**src/rtl/barrel_shifter_seq_right_pkg.sv**
```systemverilog
// rtl/barrel_shifter_seq_right_pkg.sv - shared types for the sequential rotate-right shifter
// Purpose: FSM state encoding and default width for barrel_shifter_seq_right.
// Ports:   none (package).
package barrel_pkg;

  localparam int DEFAULT_W = 8;

  typedef enum logic [1:0] {
    IDLE  = 2'd0,
    SHIFT = 2'd1,
    DONE  = 2'd2
  } rot_state_t;

endpackage

```
**src/rtl/barrel_shifter_seq_right_if.sv**
```systemverilog
// rtl/barrel_shifter_seq_right_if.sv - start/done handshake bundle for the rotate-right shifter
// Purpose: groups request (start, a, amt) and response (ready, done_tick, y) signals.
// Ports:   master drives start/a/amt and observes ready/done_tick/y; slave is the shifter side.
interface barrel_shifter_seq_right_if #(
  parameter int W = barrel_pkg::DEFAULT_W
);
  localparam int N = $clog2(W);

  logic         start;
  logic [W-1:0] a;
  logic [N-1:0] amt;
  logic         ready;
  logic         done_tick;
  logic [W-1:0] y;

  modport master (output start, a, amt, input ready, done_tick, y);
  modport slave  (input start, a, amt, output ready, done_tick, y);
endinterface

```
**src/rtl/barrel_shifter_seq_right_stage.sv**
```systemverilog
// rtl/barrel_shifter_seq_right_stage.sv - one combinational log2 rotate-right stage
// Purpose: q = d rotated right by 2**sel when en, else d.
// Ports:   d (W) data in, sel (N) stage index, en stage enable, q (W) result.
module rotate_right_stage #(
  parameter  int W = 8,
  localparam int N = $clog2(W)
) (
  input  logic [W-1:0] d,
  input  logic [N-1:0] sel,
  input  logic         en,
  output logic [W-1:0] q
);

  logic [N-1:0] sh;
  logic [W-1:0] rot;

  // sel <= N-1, so 2**sel <= W/2 always fits in N bits.
  // Shifting the doubled word right and keeping the low half is a lossless rotate.
  always_comb begin
    sh  = N'(1) << sel;
    rot = W'({d, d} >> sh);
    q   = en ? rot : d;
  end

endmodule

```
**src/rtl/barrel_shifter_seq_right.sv**
```systemverilog
// rtl/barrel_shifter_seq_right.sv - multi-cycle rotate-right barrel shifter, one stage per clock
// Purpose: rotates a right by amt over N clocks (fixed latency), start/done handshake.
// Ports:   clk rising-edge clock; reset async active-high;
//          bus (slave): start, a, amt in; ready, done_tick, y out.
module barrel_shifter_seq_right
  import barrel_pkg::*;
#(
  parameter  int W = 8,
  localparam int N = $clog2(W)
) (
  input  logic                           clk,
  input  logic                           reset,
  barrel_shifter_seq_right_if.slave      bus
);

  rot_state_t   state, state_nxt;
  logic [W-1:0] data_reg;
  logic [N-1:0] amt_reg;
  logic [N-1:0] stage;
  logic [W-1:0] y_reg;
  logic [W-1:0] stage_out;
  logic         last_stage;

  // A single stage is time-shared; the stage counter picks the rotate distance.
  rotate_right_stage #(.W(W)) u_stage (
    .d   (data_reg),
    .sel (stage),
    .en  (amt_reg[stage]),
    .q   (stage_out)
  );

  assign last_stage    = (stage == N'(N - 1));
  assign bus.ready     = (state == IDLE);
  assign bus.done_tick = (state == DONE);
  assign bus.y         = y_reg;

  always_ff @(posedge clk or posedge reset) begin
    if (reset) state <= IDLE;
    else       state <= state_nxt;
  end

  always_comb begin
    state_nxt = state;
    case (state)
      IDLE:    if (bus.start) state_nxt = SHIFT;
      SHIFT:   if (last_stage) state_nxt = DONE;
      DONE:    state_nxt = IDLE;
      default: state_nxt = IDLE;
    endcase
  end

  // No early exit on amt==0: every op walks all N stages so latency is data-independent.
  always_ff @(posedge clk or posedge reset) begin
    if (reset) begin
      data_reg <= '0;
      amt_reg  <= '0;
      stage    <= '0;
      y_reg    <= '0;
    end else begin
      case (state)
        IDLE: begin
          if (bus.start) begin
            data_reg <= bus.a;
            amt_reg  <= bus.amt;
            stage    <= '0;
          end
        end
        SHIFT: begin
          data_reg <= stage_out;
          if (last_stage) begin
            y_reg <= stage_out;
            // Park at 0 so amt_reg[stage] never indexes past N-1.
            stage <= '0;
          end else begin
            stage <= stage + N'(1);
          end
        end
        default: ;
      endcase
    end
  end

endmodule
```
**src/flat_wrapper.sv**
```systemverilog
// flat-port wrapper written by rule: the top's interface ports become plain ports
module barrel_shifter_seq_right_flat import barrel_pkg::*;
#(
  parameter  int W = 8,
  localparam int N = $clog2(W)
)
  (clk, reset, bus_start, bus_a, bus_amt, bus_ready, bus_done_tick, bus_y);
  barrel_shifter_seq_right_if #(.W(W)) bus_i ();
  input  logic clk;
  input  logic reset;
  input wire logic [$bits(bus_i.start)-1:0] bus_start;
  input wire logic [$bits(bus_i.a)-1:0] bus_a;
  input wire logic [$bits(bus_i.amt)-1:0] bus_amt;
  output wire logic [$bits(bus_i.ready)-1:0] bus_ready;
  output wire logic [$bits(bus_i.done_tick)-1:0] bus_done_tick;
  output wire logic [$bits(bus_i.y)-1:0] bus_y;
  assign bus_i.start = bus_start;
  assign bus_i.a = bus_a;
  assign bus_i.amt = bus_amt;
  assign bus_ready = bus_i.ready;
  assign bus_done_tick = bus_i.done_tick;
  assign bus_y = bus_i.y;
  barrel_shifter_seq_right #(.W(W)) u_core (.clk(clk), .reset(reset), .bus(bus_i));
endmodule
```
**config.mk**
```make
export PLATFORM = sky130hd
export DESIGN_NAME = barrel_shifter_seq_right_flat
export DESIGN_NICKNAME = d
export VERILOG_FILES = /design/src/rtl/barrel_shifter_seq_right_pkg.sv /design/src/rtl/barrel_shifter_seq_right_if.sv /design/src/rtl/barrel_shifter_seq_right_stage.sv /design/src/rtl/barrel_shifter_seq_right.sv /design/src/flat_wrapper.sv
export SDC_FILE = /design/constraint.sdc
export NUM_CORES = 1
export LEC_CHECK = 0
export BUFFER_PORTS_ARGS = -buffer_cell sky130_fd_sc_hd__buf_2
export CELL_PAD_IN_SITES_DETAIL_PLACEMENT = 0
export CELL_PAD_IN_SITES_GLOBAL_PLACEMENT = 2
export CORE_ASPECT_RATIO = 0.9
export CORE_MARGIN = 4
export CORE_UTILIZATION = 32
export DETAILED_ROUTE_END_ITERATION = 7
export GPL_ROUTABILITY_DRIVEN = 1
export PLACE_DENSITY_LB_ADDON = 0.1
export SETUP_SLACK_MARGIN = 0.02
export SLEW_MARGIN = 40
export SYNTH_ARGS = -nofsm -noshare
export SYNTH_HDL_FRONTEND = slang
export SYNTH_HIERARCHICAL = 1
export SYNTH_SLANG_ARGS = --single-unit
```
**constraint.sdc**
```tcl
create_clock -name clk -period 1.8 [get_ports clk]
set_clock_uncertainty 0.15 [all_clocks]
set_input_delay 0.36 -clock clk [delete_from_list [all_inputs] [get_ports clk]]
set_output_delay 0.36 -clock clk [all_outputs]
set_load 0.005 [all_outputs]
```
==> results.sh, run 1 <==
export IMPL_finalWorstSetupSlack_ns=-0.167
export IMPL_die_h_um=73.1
export IMPL_synth_common_cells="24 x dfrtp_1, 10 x nor2_1"
export IMPL_cp_data_arrival_time_ns=1.98
export IMPL_core_area_mm2=0.00449
export IMPL_detailed_place_area_mm2=0.00186
export IMPL_syn_inst=145
export IMPL_final_cell_area_mm2=0.00202
export IMPL_placed_cells=241
export IMPL_routabilityCongestion=0.838
export IMPL_async_flop_share_pct=100
export IMPL_cts_buffer_depth=2
export IMPL_slew_viol_final=0
export IMPL_relSlewSlack_pct=72.1
export IMPL_violations="setup timing"
export IMPL_timing_final_crit_share_pct=109
export IMPL_rows=23
export IMPL_finalHoldViolCount=0
export IMPL_crit_required_ns=1.81
export IMPL_drive_gt1_share_pct=45.1
export IMPL_io_pins=24
export IMPL_seqCellArea_um2=603
export IMPL_syn_area_per_cell_um2=10.4
export IMPL_drc=0
export IMPL_post_cts_buffers=0
export IMPL_cts_tree="done"
export IMPL_critical_path_startpoint_type="flop"
export IMPL_grt_overflow_total=0
export IMPL_yosys_warnings=6
export IMPL_fp_dieW_um=80.4
export IMPL_wirelength_mm=3.97
export IMPL_synth_most_common_cell="dfrtp_1"
export IMPL_grt_pass1_wl_mm=6.41
export IMPL_first_iter_violations=75
export IMPL_place_ws_ns=-0.177
export IMPL_ir_worst_vdd_mv=0.602
export IMPL_final_nets=199
export IMPL_status="finished, violations left"
export IMPL_netlist_area_mm2=0.00151
export IMPL_grt_use_total_pct=14.1
export IMPL_cts_num_sinks=24
export IMPL_diodes=0
export IMPL_pwr_density_cell_mw_per_mm2=2190
export IMPL_antenna_found_initial=0
export IMPL_portBuffers=23
export IMPL_synth_top_area_share_pct=39.8
export IMPL_fillers=434
export IMPL_synth_seq_cells=24
export IMPL_dp_hpwl_mm=2.91
export IMPL_worst_pin_slew_ns=0.417
export IMPL_fmax_mhz=508
export IMPL_tns_ns=-1.89
export IMPL_cts_clk_slew_worst_paths_ns=0.09
export IMPL_ys_seq_area_share_pct=39.8
export IMPL_final_cells=246
export IMPL_drt_first_pass_iters=4
export IMPL_period_needed_ns=1.97
export IMPL_antenna_left=0
export IMPL_synth_edf_count=0
export IMPL_rsz0062_at_grt="yes"
export IMPL_synth_cell_types=29
export IMPL_multi_input_area_um2=985
export IMPL_wl_per_cell_um=16.1
export IMPL_worst_setup_path_type="flop to flop"
export IMPL_end_kind="flop"
export IMPL_worstPathMaxFanout=7
export IMPL_setup_violations=16
export IMPL_start_util_pct=33.6
export IMPL_hold_path_class="input pin to flop"
export IMPL_clk_latency_ns=0.27
export IMPL_p_leak_nw=0.891
export IMPL_vias=1236
export IMPL_syn_nets=159
export IMPL_dieArea_mm2=0.00588
export IMPL_htreeDepth=1
export IMPL_cts_buffers_inserted=3
export IMPL_grt_pass1_vias=1221
export IMPL_grt_max_degree=28
export IMPL_root_buffer="clkbuf_8"
export IMPL_ys_flop_type="dfrtp_1"
export IMPL_synth_area_leaders="dfrtp_1 40%, a221oi_2 8.0%, mux2_4 8.0%"
export IMPL_finalPower_mw=4.43
export IMPL_maxCapViolCount=0
export IMPL_via_per_inst=5.02
export IMPL_yosysTopAreaCell="dfrtp_1"
export IMPL_syn2layout_area_growth_pct=34.3
==> metrics by stage <==
step	utilization [%]	hold WS (ns)
after detailed placement	41.4	0.280
after CTS	42.9	0.145
final	45.1	0.149
after floorplan	-	0.224
after global placement	41.4	0.277
after global routing	45.1	0.142
==> cells in the final DEF, fill, tap and decap left out, types with 2 or more instances in the layout <==
master,n
a21oi_1,9
a221oi_2,4
a221oi_4,4
a22o_1,2
a22oi_1,4
a22oi_2,3
and2b_1,3
buf_2,23
buf_4,16
buf_6,3
clkbuf_8,3
dfrtp_1,22
dfrtp_2,2
inv_1,4
mux2_1,3
mux2_4,8
nand2_1,4
nand2b_1,5
nor2_1,10
nor2b_1,8
o21ai_1,17
o31ai_2,4
o31ai_4,4
or2b_1,4
==> cells by family (layout without fill, tap and decap cells) <==
family,Yosys count,count (layout),share of synthesized area (%)
flops,24,24,39.8
compound gates,55,55,26.9
simple gates,40,40,16.5
mux,13,13,11.6
buf+inv,13,52,5.14
==> repair_timing <==
action / 4_1_cts / 5_1_grt
hold buffers: 1 / 0
gates cloned: 0 / 0
hold endpoints to repair: 24 / 0
gates resized for setup: 4 / 13
pin swaps: 5 / 5
endpoints found under the setup margin: 16 / 16
==> layout make-up <==
cell class	count	area share (%)
repair buffers	44	14.8
flip-flops and latches	24	29.8
clock buffers	4	2.22
multi-input cells	108	48.6
well taps	62	3.83
inverters	4	0.742
==> per-layer routing <==
metal | part of all wire [%] | GRT usage [%] | vias to the layer above
met5 | 0 | 0 | -
met4 | 1.1 | 3.94 | 0
met3 | 6.8 | 3.83 | 4
met2 | 44 | 20.5 | 39
met1 | 48 | 20.6 | 577
li1 | - | - | 616
==> final timing paths <==
path,start,end,slack [ns],cells past startpoint
max in group asynchronous,reset,u_core/stage[1]$_DFFE_PP0P_,0.71,4
worst min-delay path,bus_amt[2],u_core/amt_reg[2]$_DFFE_PP0P_,0.15,2
worst max register to register,u_core/stage[1]$_DFFE_PP0P_,u_core/bus.y[0]$_DFFE_PP0P_,-0.17,7
worst max-delay path,u_core/stage[1]$_DFFE_PP0P_,u_core/bus.y[0]$_DFFE_PP0P_,-0.17,7
worst min register to register,u_core/amt_reg[1]$_DFFE_PP0P_,u_core/amt_reg[1]$_DFFE_PP0P_,0.35,1
min in group asynchronous,reset,u_core/bus.y[6]$_DFFE_PP0P_,0.53,4
==> critical path, stage by stage (launching register included) <==
cell      delay, ns
dfrtp_2        0.44
nand2b_4       0.15
o22ai_2        0.15
nand2b_1       0.15
buf_6          0.19
o31ai_4        0.23
a221oi_4       0.11
mux2_4         0.28
==> power breakdown <==
part	switching [mW]	internal (mW)
clock network	0.175	0.158
logic	1.50	1.48
registers	0.300	0.820
total	1.97	2.46
No activity file was read; power rests on OpenSTA's default activity.
==> run 2: changes to the inputs <==
ABC_AREA = 1   (was default)
CAP_MARGIN = 0   (was default)
CORE_UTILIZATION = 28   (was 32)
==> results.sh, run 2 <==
export IMPL_synth_top_area_share_pct=37.6
export IMPL_cts_buffers_inserted=3
export IMPL_whs_ns=0.157
export IMPL_yosysTopAreaCell="dfrtp_1"
export IMPL_cts_tree="done"
export IMPL_routabilityCongestion=0.818
export IMPL_critPathTopFamily="simple AND/OR/NAND/NOR gates"
export IMPL_worst_r2r_cell_count=11
export IMPL_period_needed_ns=1.70
export IMPL_drt_first_pass_iters=4
export IMPL_clk_latency_ns=0.26
export IMPL_worst_setup_path_type="flop to flop"
export IMPL_cts_clk_slew_worst_paths_ns=0.09
export IMPL_p_leak_nw=1.12
export IMPL_slowest_stage="dfrtp_1"
export IMPL_cts_buffer_depth=2
export IMPL_rows=25
export IMPL_layout_common_cells="91 x nand2_1, 33 x nand3_1, 23 x buf_2, 22 x dfrtp_1"
export IMPL_path_cells="buf_6, inv_8, nand2_4, nor2_4, nand4_1, nand3_1, nand2_2, nand3_2, nand2_1, nand2_1, nand2_1"
export IMPL_vias=1600
export IMPL_fp_dieW_um=87.6
export IMPL_crit_required_ns=1.81
export IMPL_dp_hpwl_mm=3.68
export IMPL_fmax_mhz=588
export IMPL_grt_max_degree=25
export IMPL_r2r_setup_slack_ns=0.10
export IMPL_io_pins=24
export IMPL_grt_pass1_wl_mm=7.82
export IMPL_crit_top_cell="nand2_1"
export IMPL_syn_area_per_cell_um2=6.83
export IMPL_relSlewSlack_pct=78.2
export IMPL_grt_use_total_pct=14.3
export IMPL_holdPathStages=2
export IMPL_core_area_mm2=0.00538
export IMPL_critical_path_startpoint_type="flop"
export IMPL_rsz0062_at_grt="yes"
export IMPL_fillers=614
export IMPL_dieArea_mm2=0.00698
export IMPL_synth_cell_types=19
export IMPL_syn_inst=234
export IMPL_synth_edf_count=0
export IMPL_die_h_um=79.7
export IMPL_ys_seq_area_share_pct=37.6
export IMPL_wirelength_mm=4.76
export IMPL_setup_violations=0
export IMPL_synth_seq_cells=24
export IMPL_pwr_density_cell_mw_per_mm2=2120
export IMPL_slew_viol_final=0
export IMPL_status="completed"
export IMPL_worst_path_buf_inv=2
export IMPL_synth_common_cells="104 x nand2_1, 45 x nand3_1, 24 x dfrtp_1"
export IMPL_first_iter_violations=96
export IMPL_layout_commonest_cell="nand2_1"
export IMPL_timing_final_crit_share_pct=94.4
export IMPL_finalHoldViolCount=0
export IMPL_syn2layout_area_growth_pct=31.3
export IMPL_syn_nets=248
export IMPL_ir_worst_vdd_mv=0.696
export IMPL_min_from="bus_amt[1]"
export IMPL_wl_per_cell_um=14.0
export IMPL_antenna_found_initial=0
export IMPL_diodes=0
export IMPL_portBuffers=23
export IMPL_ys_flop_type="dfrtp_1"
export IMPL_cpPeakStageDelay_ns=0.42
export IMPL_cp_data_arrival_time_ns=1.70
export IMPL_cts_num_sinks=24
export IMPL_synth_most_common_cell="nand2_1"
export IMPL_start_util_pct=29.7
export IMPL_netlist_area_mm2=0.00160
export IMPL_grt_pass1_vias=1547
export IMPL_root_buffer="clkbuf_8"
export IMPL_worstPathMaxFanout=8
export IMPL_grt_overflow_total=0
export IMPL_via_per_inst=4.71
export IMPL_worst_pin_slew_ns=0.327
export IMPL_hold_path_class="input pin to flop"
export IMPL_antenna_left=0
export IMPL_async_flop_share_pct=100
export IMPL_htreeDepth=1
export IMPL_drive_gt1_share_pct=34.4
export IMPL_yosys_warnings=6
export IMPL_tns_ns=0
export IMPL_end_kind="flop"
export IMPL_holdPathEnd="u_core/amt_reg[1]$_DFFE_PP0P_"
export IMPL_synth_area_leaders="dfrtp_1 38%, nand2_1 24%, nand3_1 14%"
export IMPL_worstReg2RegStart="u_core/stage[0]$_DFFE_PP0P_"
export IMPL_reg2reg_to="u_core/data_reg[3]$_DFFE_PP0P_"
export IMPL_final_nets=289
export IMPL_maxCapViolCount=0
export IMPL_drc=0
## run 2: worst max path at each step
stage	from	to	slack, ns	depth (start not counted)
2_1_floorplan	u_core/stage[1]$_DFFE_PP0P_	u_core/data_reg[0]$_DFFE_PP0P_	0.16	11
3_3_place_gp	u_core/stage[0]$_DFFE_PP0P_	u_core/data_reg[3]$_DFFE_PP0P_	-0.008	11
3_5_place_dp	u_core/stage[1]$_DFFE_PP0P_	u_core/data_reg[3]$_DFFE_PP0P_	0.03	10
4_1_cts	u_core/stage[0]$_DFFE_PP0P_	u_core/data_reg[3]$_DFFE_PP0P_	0.03	11
5_1_grt	u_core/stage[1]$_DFFE_PP0P_	u_core/data_reg[2]$_DFFE_PP0P_	0.005	11
6_report	u_core/stage[0]$_DFFE_PP0P_	u_core/data_reg[3]$_DFFE_PP0P_	0.10	11
## run 2: what timing repair did
action | in CTS | in global routing
hold buffers | 1 | 0
pin swaps | 3 | 23
setup endpoints to repair | 2 | 12
resized for setup | 2 | 36
endpoints found under the hold margin | 19 | 0
setup buffers | 2 | 1
gates cloned | 0 | 1
## run 2: cell type report
class	count	area (um^2)	share of cell area, %
multi-input combinational	180	967	46.1
sequential	24	603	28.7
timing repair buffer	43	309	14.7
inverter	23	93.8	4.47
tap	67	83.8	4.00
clock buffer	3	41.3	1.97
## run 2: power breakdown
part / switching [mW] / internal, mW / total, mW
logic: 1.86 / 1.26 / 3.12
registers: 0.230 / 0.787 / 1.02
clock network: 0.173 / 0.150 / 0.323
total: 2.26 / 2.20 / 4.46
## run 2: metal layers
metal / vias to the layer above / share of wire (%) / wire (um) / GRT usage (%)
met3: 4 / 2.5 / 118 / 2.58
met1: 751 / 47 / 2240 / 19.0
li1: 830 / - / - / -
met2: 15 / 50 / 2360 / 24.5
met4: 0 / 0.74 / 35 / 2.15
met5: - / 0 / 0 / 0
## run 2: cells by family after synthesis
logic type,count (synthesis),share of synthesized area (%)
simple gates,173,50.6
compound gates,7,2.66
flops,24,37.6
buf+inv,30,9.16
## run 2: metrics by stage
step	cells	instance area (um^2)	worst slack, ns	total power [mW]	utilization, %
after floorplan	234	1600	0.161	2.84	-
after global placement	332	1850	-0.00794	3.61	34.5
after detailed placement	332	1850	0.0306	3.60	34.5
after CTS	338	1940	0.0280	4.05	36.0
after global routing	340	2100	0.00543	4.94	39.0
final	340	2100	0.100	4.46	39.0
